--- config.mk ---
export PLATFORM = sky130hd
export DESIGN_NAME = keypad_scanner
export DESIGN_NICKNAME = d
export VERILOG_FILES = /design/src/rtl/keypad_scanner_pkg.sv /design/src/rtl/keypad_stable_cnt.sv /design/src/rtl/keypad_scanner.sv
export SDC_FILE = /design/constraint.sdc
export NUM_CORES = 1
export LEC_CHECK = 0
export ABC_AREA = 1
export CORE_UTILIZATION = 60
export CTS_CLUSTER_SIZE = 28
export DETAILED_ROUTE_END_ITERATION = 16
export DONT_BUFFER_PORTS = 1
export PLACE_DENSITY_LB_ADDON = 0.12
export SLEW_MARGIN = 10
export SYNTH_ARGS = -nofsm -noshare
export SYNTH_HDL_FRONTEND = slang
export SYNTH_HIERARCHICAL = 1
export SYNTH_SLANG_ARGS = --single-unit
--- constraint.sdc ---
create_clock -name clck -period 2.9 [get_ports clck]
set_input_delay 0.58 -clock clck [delete_from_list [all_inputs] [get_ports clck]]
set_output_delay 0.58 -clock clck [all_outputs]
set_load 0.01 [all_outputs]
--- src/rtl/keypad_scanner_pkg.sv ---
// Shared definitions for the 4x4 keypad scanner.
//   state_t        : scanner FSM states
//   NUM_ROWS/COLS  : matrix geometry
//   CODE_W         : width of the emitted key code (row_idx*4 + col_idx)
//   onehot_to_idx  : index of the lowest set bit of a 4-bit vector
//                    (exact for one-hot column drive, priority for rows)
package keypad_scanner_pkg;

    localparam int NUM_ROWS = 4;
    localparam int NUM_COLS = 4;
    localparam int IDX_W    = 2;
    localparam int CODE_W   = 4;

    typedef enum logic [1:0] {
        SCAN     = 2'd0,
        DEBOUNCE = 2'd1,
        HELD     = 2'd2,
        RELEASE  = 2'd3
    } state_t;

    // Walk from the top bit down so the lowest set bit is the one left in idx.
    function automatic logic [IDX_W-1:0] onehot_to_idx(input logic [NUM_ROWS-1:0] vec);
        logic [IDX_W-1:0] idx;
        idx = '0;
        for (int i = NUM_ROWS - 1; i >= 0; i--) begin
            if (vec[i]) idx = IDX_W'(i);
        end
        return idx;
    endfunction

endpackage

--- src/rtl/keypad_stable_cnt.sv ---
// Saturating stability counter shared by press and release debouncing.
//   clck    : system clock, rising edge
//   reste   : asynchronous active-low reset
//   clr     : synchronous clear (wins over inc)
//   inc     : count one more stable sample
//   at_last : the next stable sample brings the count to TERM, so the
//             owner can act on the same edge that completes the count
module keypad_stable_cnt #(
    parameter int CNT_W = 8,
    parameter int TERM  = 4
) (
    input  logic clck,
    input  logic reste,
    input  logic clr,
    input  logic inc,
    output logic at_last
);

    localparam logic [CNT_W-1:0] CNT_MAX  = '1;
    localparam logic [CNT_W-1:0] CNT_LAST = CNT_W'(TERM - 1);

    logic [CNT_W-1:0] count;

    always_ff @(posedge clck or negedge reste) begin
        if (!reste) begin
            count <= '0;
        end else if (clr) begin
            count <= '0;
        end else if (inc && (count != CNT_MAX)) begin
            count <= count + CNT_W'(1);
        end
    end

    assign at_last = (count >= CNT_LAST);

endmodule

--- src/rtl/keypad_scanner.sv ---
// 4x4 matrix keypad scanner with press/release debouncing.
//   clck      : system clock, rising edge
//   reste     : asynchronous active-low reset
//   row       : row sense, active-high, bit r = row r
//   col       : one-hot column drive, bit c = column c
//   key_code  : last accepted key, row_idx*4 + col_idx (held until next press)
//   key_valid : one-cycle pulse when a debounced press is accepted
//   key_held  : high from acceptance until debounced release
module keypad_scanner
    import keypad_scanner_pkg::*;
#(
    parameter int SCAN_DIV        = 2,
    parameter int DEBOUNCE_CYCLES = 4,
    parameter int CNT_W           = 8
) (
    input  logic                clck,
    input  logic                reste,
    input  logic [NUM_ROWS-1:0] row,
    output logic [NUM_COLS-1:0] col,
    output logic [CODE_W-1:0]   key_code,
    output logic                key_valid,
    output logic                key_held
);

    localparam logic [CNT_W-1:0]    DWELL_LAST = CNT_W'(SCAN_DIV - 1);
    localparam logic [NUM_COLS-1:0] COL_FIRST  = NUM_COLS'(1);

    function automatic logic [NUM_COLS-1:0] rotl(input logic [NUM_COLS-1:0] v);
        return {v[NUM_COLS-2:0], v[NUM_COLS-1]};
    endfunction

    state_t              state, state_n;
    logic [NUM_COLS-1:0] col_n;
    logic [CNT_W-1:0]    dwell, dwell_n;
    logic [IDX_W-1:0]    row_idx, row_idx_n;
    logic [IDX_W-1:0]    col_idx, col_idx_n;
    logic [CODE_W-1:0]   code_n;
    logic                valid_n;
    logic                held_n;
    logic                cnt_clr;
    logic                cnt_inc;
    logic                cnt_last;

    keypad_stable_cnt #(
        .CNT_W (CNT_W),
        .TERM  (DEBOUNCE_CYCLES)
    ) u_stable (
        .clck    (clck),
        .reste   (reste),
        .clr     (cnt_clr),
        .inc     (cnt_inc),
        .at_last (cnt_last)
    );

    always_ff @(posedge clck or negedge reste) begin
        if (!reste) begin
            state     <= SCAN;
            col       <= COL_FIRST;
            dwell     <= '0;
            row_idx   <= '0;
            col_idx   <= '0;
            key_code  <= '0;
            key_valid <= 1'b0;
            key_held  <= 1'b0;
        end else begin
            state     <= state_n;
            col       <= col_n;
            dwell     <= dwell_n;
            row_idx   <= row_idx_n;
            col_idx   <= col_idx_n;
            key_code  <= code_n;
            key_valid <= valid_n;
            key_held  <= held_n;
        end
    end

    always_comb begin
        state_n   = state;
        col_n     = col;
        dwell_n   = dwell;
        row_idx_n = row_idx;
        col_idx_n = col_idx;
        code_n    = key_code;
        valid_n   = 1'b0;
        held_n    = key_held;
        cnt_clr   = 1'b0;
        cnt_inc   = 1'b0;

        case (state)
            SCAN: begin
                // Rows are only trusted on the last dwell clock, after the
                // column drive has had time to settle through the matrix.
                if (dwell == DWELL_LAST) begin
                    dwell_n = '0;
                    if (row != '0) begin
                        row_idx_n = onehot_to_idx(row);
                        col_idx_n = onehot_to_idx(col);
                        cnt_clr   = 1'b1;
                        state_n   = DEBOUNCE;
                    end else begin
                        col_n = rotl(col);
                    end
                end else begin
                    dwell_n = dwell + CNT_W'(1);
                end
            end

            DEBOUNCE: begin
                if (row[row_idx]) begin
                    cnt_inc = 1'b1;
                    if (cnt_last) begin
                        code_n  = {row_idx, col_idx};
                        valid_n = 1'b1;
                        held_n  = 1'b1;
                        state_n = HELD;
                    end
                end else begin
                    // Bounce: abandon this key and carry on from the next column.
                    cnt_clr = 1'b1;
                    col_n   = rotl(col);
                    dwell_n = '0;
                    state_n = SCAN;
                end
            end

            HELD: begin
                // Column stays frozen; only the accepted row is watched.
                if (!row[row_idx]) begin
                    cnt_clr = 1'b1;
                    state_n = RELEASE;
                end
            end

            RELEASE: begin
                // Any activity on the frozen column restarts the release wait.
                if (row == '0) begin
                    cnt_inc = 1'b1;
                    if (cnt_last) begin
                        held_n  = 1'b0;
                        col_n   = rotl(col);
                        dwell_n = '0;
                        state_n = SCAN;
                    end
                end else begin
                    cnt_clr = 1'b1;
                    state_n = HELD;
                end
            end

            default: begin
                state_n = SCAN;
            end
        endcase
    end

endmodule
Yosys cells after proc, flatten, opt, wreduce, memory -nomap -nowiden
Cells that the tools add are included.

Word-level logic and storage cells: 90. Input port bits: 6. Output and inout port bits: 10. Bits in registers: 32.

Reductions and logical operators: 14. Magnitude comparators: 2. Equality and inequality tests: 16. Multiplexer cells: 47. Add/subtract/negate cells: 2.

Operator list (count): $mux W8 (6); $mux W2 (15); $pmux W8 S3 (1); $mux W4 (5); $ne A2 B2 Y1 const B (9); $add A8 B1 Y8 const B (2); $mux W1 (14); $pmux W4 S3 (1); $reduce_and A5 Y1 (2); $eq A8 B1 Y1 const B (1); $ge A8 B2 Y1 const B (1); $ne A8 B8 Y1 const B (1); $pmux W2 S4 (1); $ne A3 B3 Y1 const B (2); $reduce_and A3 Y1 (2); $reduce_and A6 Y1 (1); $eq A2 B2 Y1 const B (2); $logic_not A4 Y1 (1); $pmux W1 S2 (2); $reduce_and A4 Y1 (1); $reduce_bool A2 Y1 (2); $reduce_bool A4 Y1 (1); $lt A2 B3 Y1 const B (1); $pmux W1 S3 (1); other kinds (6) (6).

Logic depth before layout (Yosys ltp)
Depth after elaboration: 7. Depth in mapped cells: 12. Depth with buffers taken out: 12.

Cells and area by module
The synthesis kept the hierarchy.

By module, submodules not included: keypad_scanner (sequential area each 601.8 µm², cells an instance 189, times used 1, area an instance 1463.9 µm²); keypad_stable_cnt (sequential area each 200.2 µm², cells an instance 77, times used 1, area an instance 566.8 µm²).

Least setup slack after synthesis
Ideal clock, no wire load.

Path type: input to register. Start: input port row[0]. End: register u_stable.count[2]. Cell stages on the path: 6. Data required time: 2835 ps. Slack: 1230 ps. Arrival: 1605 ps. Buffers on the path: 0. Library setup time: 65 ps. Cell sequence: nor2_4 -> nand2_4 -> o21ai_0 -> a21boi_1 -> nand3_1 -> nand2_1.

Cells in the longest elaborated chain, start to end: 6. Elaborated cells between the ends (all ways): 15.

Ends and longest elaborated chain: from (decl) (RTL line keypad_scanner.sv:18) `input logic [NUM_ROWS-1:0] row,`; $bmux W1 S2 (RTL line keypad_scanner.sv:109) `if (row[row_idx]) begin`; $mux W1 (implied by the code) (RTL line keypad_scanner.sv:109); $mux W1 (RTL line keypad_scanner.sv:109); $pmux W1 S2 * (RTL line keypad_scanner.sv:89) `case (state)`; named net cnt_inc (RTL line keypad_scanner.sv:41) `logic cnt_inc;`; $logic_and A1 B1 Y1 * (RTL line keypad_stable_cnt.sv:29) `end else if (inc && (count != CNT_MAX)) begin`; $reduce_bool A2 Y1 (no line) *; to (signal assigned) (RTL line keypad_stable_cnt.sv:30) `count <= count + CNT_W'(1);`; to (decl) (RTL line keypad_stable_cnt.sv:22) `logic [CNT_W-1:0] count;`.

Mark *: on every way through the listed nets, which the timed path passes. The rest lies on a longest branch. The select of a mux whose other input is x is not followed. A chain may end at the register's enable or synchronous reset.

Worst setup path after layout
Start: register u_stable.count[0]. End: register col[3].

Cells in the longest elaborated chain, start to end: 3.

Ends and longest elaborated chain: $ge A8 B2 Y1 (RTL line keypad_stable_cnt.sv:34) `assign at_last = (count >= CNT_LAST);`; named net cnt_last (RTL line keypad_scanner.sv:42) `logic cnt_last;`; $ne A2 B2 Y1 (no line); $reduce_and A6 Y1 (no line); to (signal assigned) (RTL line keypad_scanner.sv:67) `col <= col_n;`; to (decl) (RTL line keypad_scanner.sv:19) `output logic [NUM_COLS-1:0] col,`.

The timed path passes the listed nets, and every way through them passes these cells.

==> flow_summary.ini <==
[run_status]
outcome = finished clean

[global_routing]
grtUsageTotal_pct = 23.63
wire_length_of_the_first_global_routing_pass_mm = 6.092
grt_max_degree = 32
grt_antenna_before_repair = 0
first_global_vias = 1415
grt_overflow_total = 0

[die]
die_h_um = 60.18
dieWidth_um = 60.18
fp.coreArea_um2 = 3128
die_area_um2 = 3621
number_of_top_level_design_ports = 16
num_rows = 20
initial_standard_cell_utilization_of_the_core_pct = 64.92

[yosys]
synth.lib_cells_used.distinct = 34
syn_area_um2 = 2031
synth_area_per_cell_um2 = 7.634
yosysSeqAreaShare_pct = 39.49
syn_inst = 266
ys_seq_elements = 32
synth_warnings = 6
syn-num-nets = 281

[critical_path]
rr_endpoint = col[3]
timing.critical_path.arrival_ps = 2230
critPathMaxFanout = 11
timing.critical_path.slowest_stage_cell = sky130_fd_sc_hd__dfrtp_1
worst_setup_path_start_kind = register
path_class = register to register
reg2reg_from = u_stable/count[0]
worst_ep_required_time_ps = 3170
setup.worst_path.start = u_stable/count[0]
rrSetupSlack_ps = 940
crit_path_max_incr_delay_ps = 440
worstSetupEndpoint = col[3]
most_frequent_cell_on_critical_path = sky130_fd_sc_hd__nand2_1
worstPathCellList = ha_1 > nor2_1 > nand4_1 > inv_1 > nand2_1 > nand2_1 > a21oi_2 > nand2_2 > inv_2 > nand2_2 > nand2_1 > nand2_1
timing.critical_path.to_type = register
path_depth_of_the_worst_reg2reg_path = 12

[min_path]
hold_path.class = input port to async pin

[timing]
hold_violations = 0
totalNegativeSetupSlack_ps = 0
final_min_period_over_clock_period_pct = 67.63
slew_headroom_pct = 68.45
maxClockFrequency_mhz = 509.9
rsz_0062_raised_after_global_routing = no
setup_viol = 0
finalCriticalPeriod_ps = 1961
tightestPinTransition_ps = 468.3
finClkSkew_ps = 6.926
number_of_max_slew_violations_in_the_final_report = 0

[detailed_routing]
detail_route.first_pass.iterations = 4
wl_mm = 3.795
route.detailed.drc = 0
route.detailed.wl_per_inst_um = 12.01
top_layer = met4
detailedRoute.firstIterationViolations = 101
detail-route-antenna-nets = 0
num_vias = 1657
per_cell_via_count_in_the_routed_design = 5.244
m1WireLength_mm = 1.749
wl_met3_um = 203
routed-wl-met2_mm = 1.800

[clock_tree]
cts_tree = built
max-clock-path-buffers = 2
clk_transition_reported_paths_ps = 100
htreeDepth = 2
buffer_cell_driving_the_clock_tree_root = sky130_fd_sc_hd__clkbuf_4
clock_latency_of_the_later_clocked_register_in_the_worst_skew_pair_ps = 330
post_cts.repair.setup_buffers = 0
clock_sink_count = 32
numCtsBuffers = 5

[power_and_ir_drop]
max-vdd-ir-drop_mv = 0.3924
power_density_nw_per_um2 = 755.5
static-leakage-power_nw = 1.067

[layout]
fin_nets = 286
share_of_cells_above_drive_strength_1_pct = 14.71
insertedDiodeCount = 0
areaGrowthSynthToFinish_pct = 5.669
finalInstanceArea_um2 = 2146

[place]
postPlaceCellArea_um2 = 2049
dp_hpwl_mm = 2.740
place_congestion = 0.9024
port_buffers = 0

[run]
max_cap_violations = 0
area by class of cell:
cell class              count  area (µm²)
multi-input cells         199        1072
fillers                   261       982.2
flip-flops and latches     32       802.0
inverters                  32       120.1
well taps                  44       55.05
clock buffers               6       41.29
clock inverters             2       35.03
repair buffers              1       20.02
cell families after synthesis:
kind of cell    count (synthesis)  synth area share (%)
compound gates                 30                 9.428
xor+xnor                        2                0.8628
fa+ha+maj                       9                 5.545
buf+inv                        35                 7.702
flops                          32                 39.49
simple gates                  158                 36.97
layer usage:
| layer | vias to the layer above | global-route usage (%) |
|---|---|---|
| li1 | 864 | - |
| met1 | 749 | 29.90 |
| met2 | 40 | 36.42 |
| met3 | 4 | 8.225 |
| met4 | 0 | 9.967 |
| met5 | - | 0 |
worst min-delay path by stage:
stage	from	end	slack, ps	cells after the start
after detailed placement	reste	u_stable/count[3]	290	0
final	reste	key_code[3]	60	1
after global placement	reste	u_stable/count[4]	290	0
after CTS	reste	u_stable/count[3]	50	1
after global routing	reste	col[0]	40	0
after floorplan	reste	col[1]	280	0
per-stage QoR:
stage | hold slack (ps) | std cells | utilization [%] | setup WS [ps] | total power [mW]
after global routing | 41.92 | 316 | 68.60 | 741.5 | 1.756
after floorplan | 284.4 | 266 | - | 1230 | 1.195
final | 60.89 | 316 | 68.60 | 938.7 | 1.621
after detailed placement | 285.1 | 307 | 65.52 | 963.3 | 1.285
after CTS | 45.18 | 316 | 68.60 | 920.4 | 1.633
after global placement | 285.1 | 307 | 65.52 | 1002 | 1.275
layout by cell type (no fill, tap or decap), drive strengths merged:
master	n
a21boi	1
a21oi	2
buf	1
bufinv	1
clkbuf	6
clkinv	1
dfrtp	31
dfstp	1
ha	9
inv	32
nand2	93
nand3	33
nand3b	1
nand4	3
nor2	23
nor3	3
nor3b	1
o211ai	1
o21ai	22
o21bai	4
or2	1
xnor2	1
xor2	1
cells in the mapped netlist:
master	instances	area share, %
sky130_fd_sc_hd__nor3_1	2	0.49
sky130_fd_sc_hd__xnor2_1	1	0.43
sky130_fd_sc_hd__a21oi_2	1	0.43
sky130_fd_sc_hd__buf_6	1	0.55
sky130_fd_sc_hd__nor3_4	1	0.80
sky130_fd_sc_hd__or2_2	1	0.31
sky130_fd_sc_hd__o21bai_1	4	1.5
sky130_fd_sc_hd__nor2_1	17	3.1
sky130_fd_sc_hd__nand3b_1	1	0.37
sky130_fd_sc_hd__nand2_2	5	1.5
sky130_fd_sc_hd__a21boi_1	1	0.37
sky130_fd_sc_hd__buf_12	1	0.99
sky130_fd_sc_hd__nor3b_1	1	0.37
sky130_fd_sc_hd__o21ai_4	1	0.80
sky130_fd_sc_hd__nor2_2	2	0.62
sky130_fd_sc_hd__o21ai_2	3	1.3
sky130_fd_sc_hd__dfrtp_1	31	38
sky130_fd_sc_hd__o21ai_1	6	1.5
sky130_fd_sc_hd__dfstp_2	1	1.3
sky130_fd_sc_hd__nand2_1	86	16
sky130_fd_sc_hd__nor2_4	4	2.2
sky130_fd_sc_hd__inv_1	25	4.6
sky130_fd_sc_hd__o211ai_1	1	0.37
sky130_fd_sc_hd__nand2_4	2	1.1
sky130_fd_sc_hd__nand3_1	30	7.4
sky130_fd_sc_hd__nand4_2	1	0.62
sky130_fd_sc_hd__buf_2	1	0.25
sky130_fd_sc_hd__o21ai_0	12	3.0
sky130_fd_sc_hd__nand3_2	3	1.5
sky130_fd_sc_hd__ha_1	9	5.5
sky130_fd_sc_hd__a21oi_1	1	0.25
sky130_fd_sc_hd__inv_2	7	1.3
sky130_fd_sc_hd__nand4_1	2	0.62
sky130_fd_sc_hd__xor2_1	1	0.43
registers in the layout, summed over array words and instances (netlist names):
register	cells
state	2
u_stable/count	8
key_code	4
row_idx	2
key_valid	1
col_idx	2
key_held	1
dwell	8
col	4
worst max-delay path: cells and delay by family (launching register included):
kind | cells | cell delay, ps
buffers and inverters | 2 | 260
adders and majority gates | 1 | 240
AOI/OAI and AO/OA | 1 | 40
DFF | 1 | 440
and+or+nand+nor | 8 | 930
where the power goes:
| group | leakage, nW | switching, mW | internal [mW] |
|---|---|---|---|
| logic | 0.589 | 0.492 | 0.216 |
| clock network | 0.0422 | 0.153 | 0.181 |
| registers | 0.436 | 0.0707 | 0.510 |
repair_timing:
item	4_1_cts	5_1_grt
endpoints found under the hold margin	31	0
hold buffers	1	0
resized for setup	0	0
No activity file was read; power rests on OpenSTA's default activity.
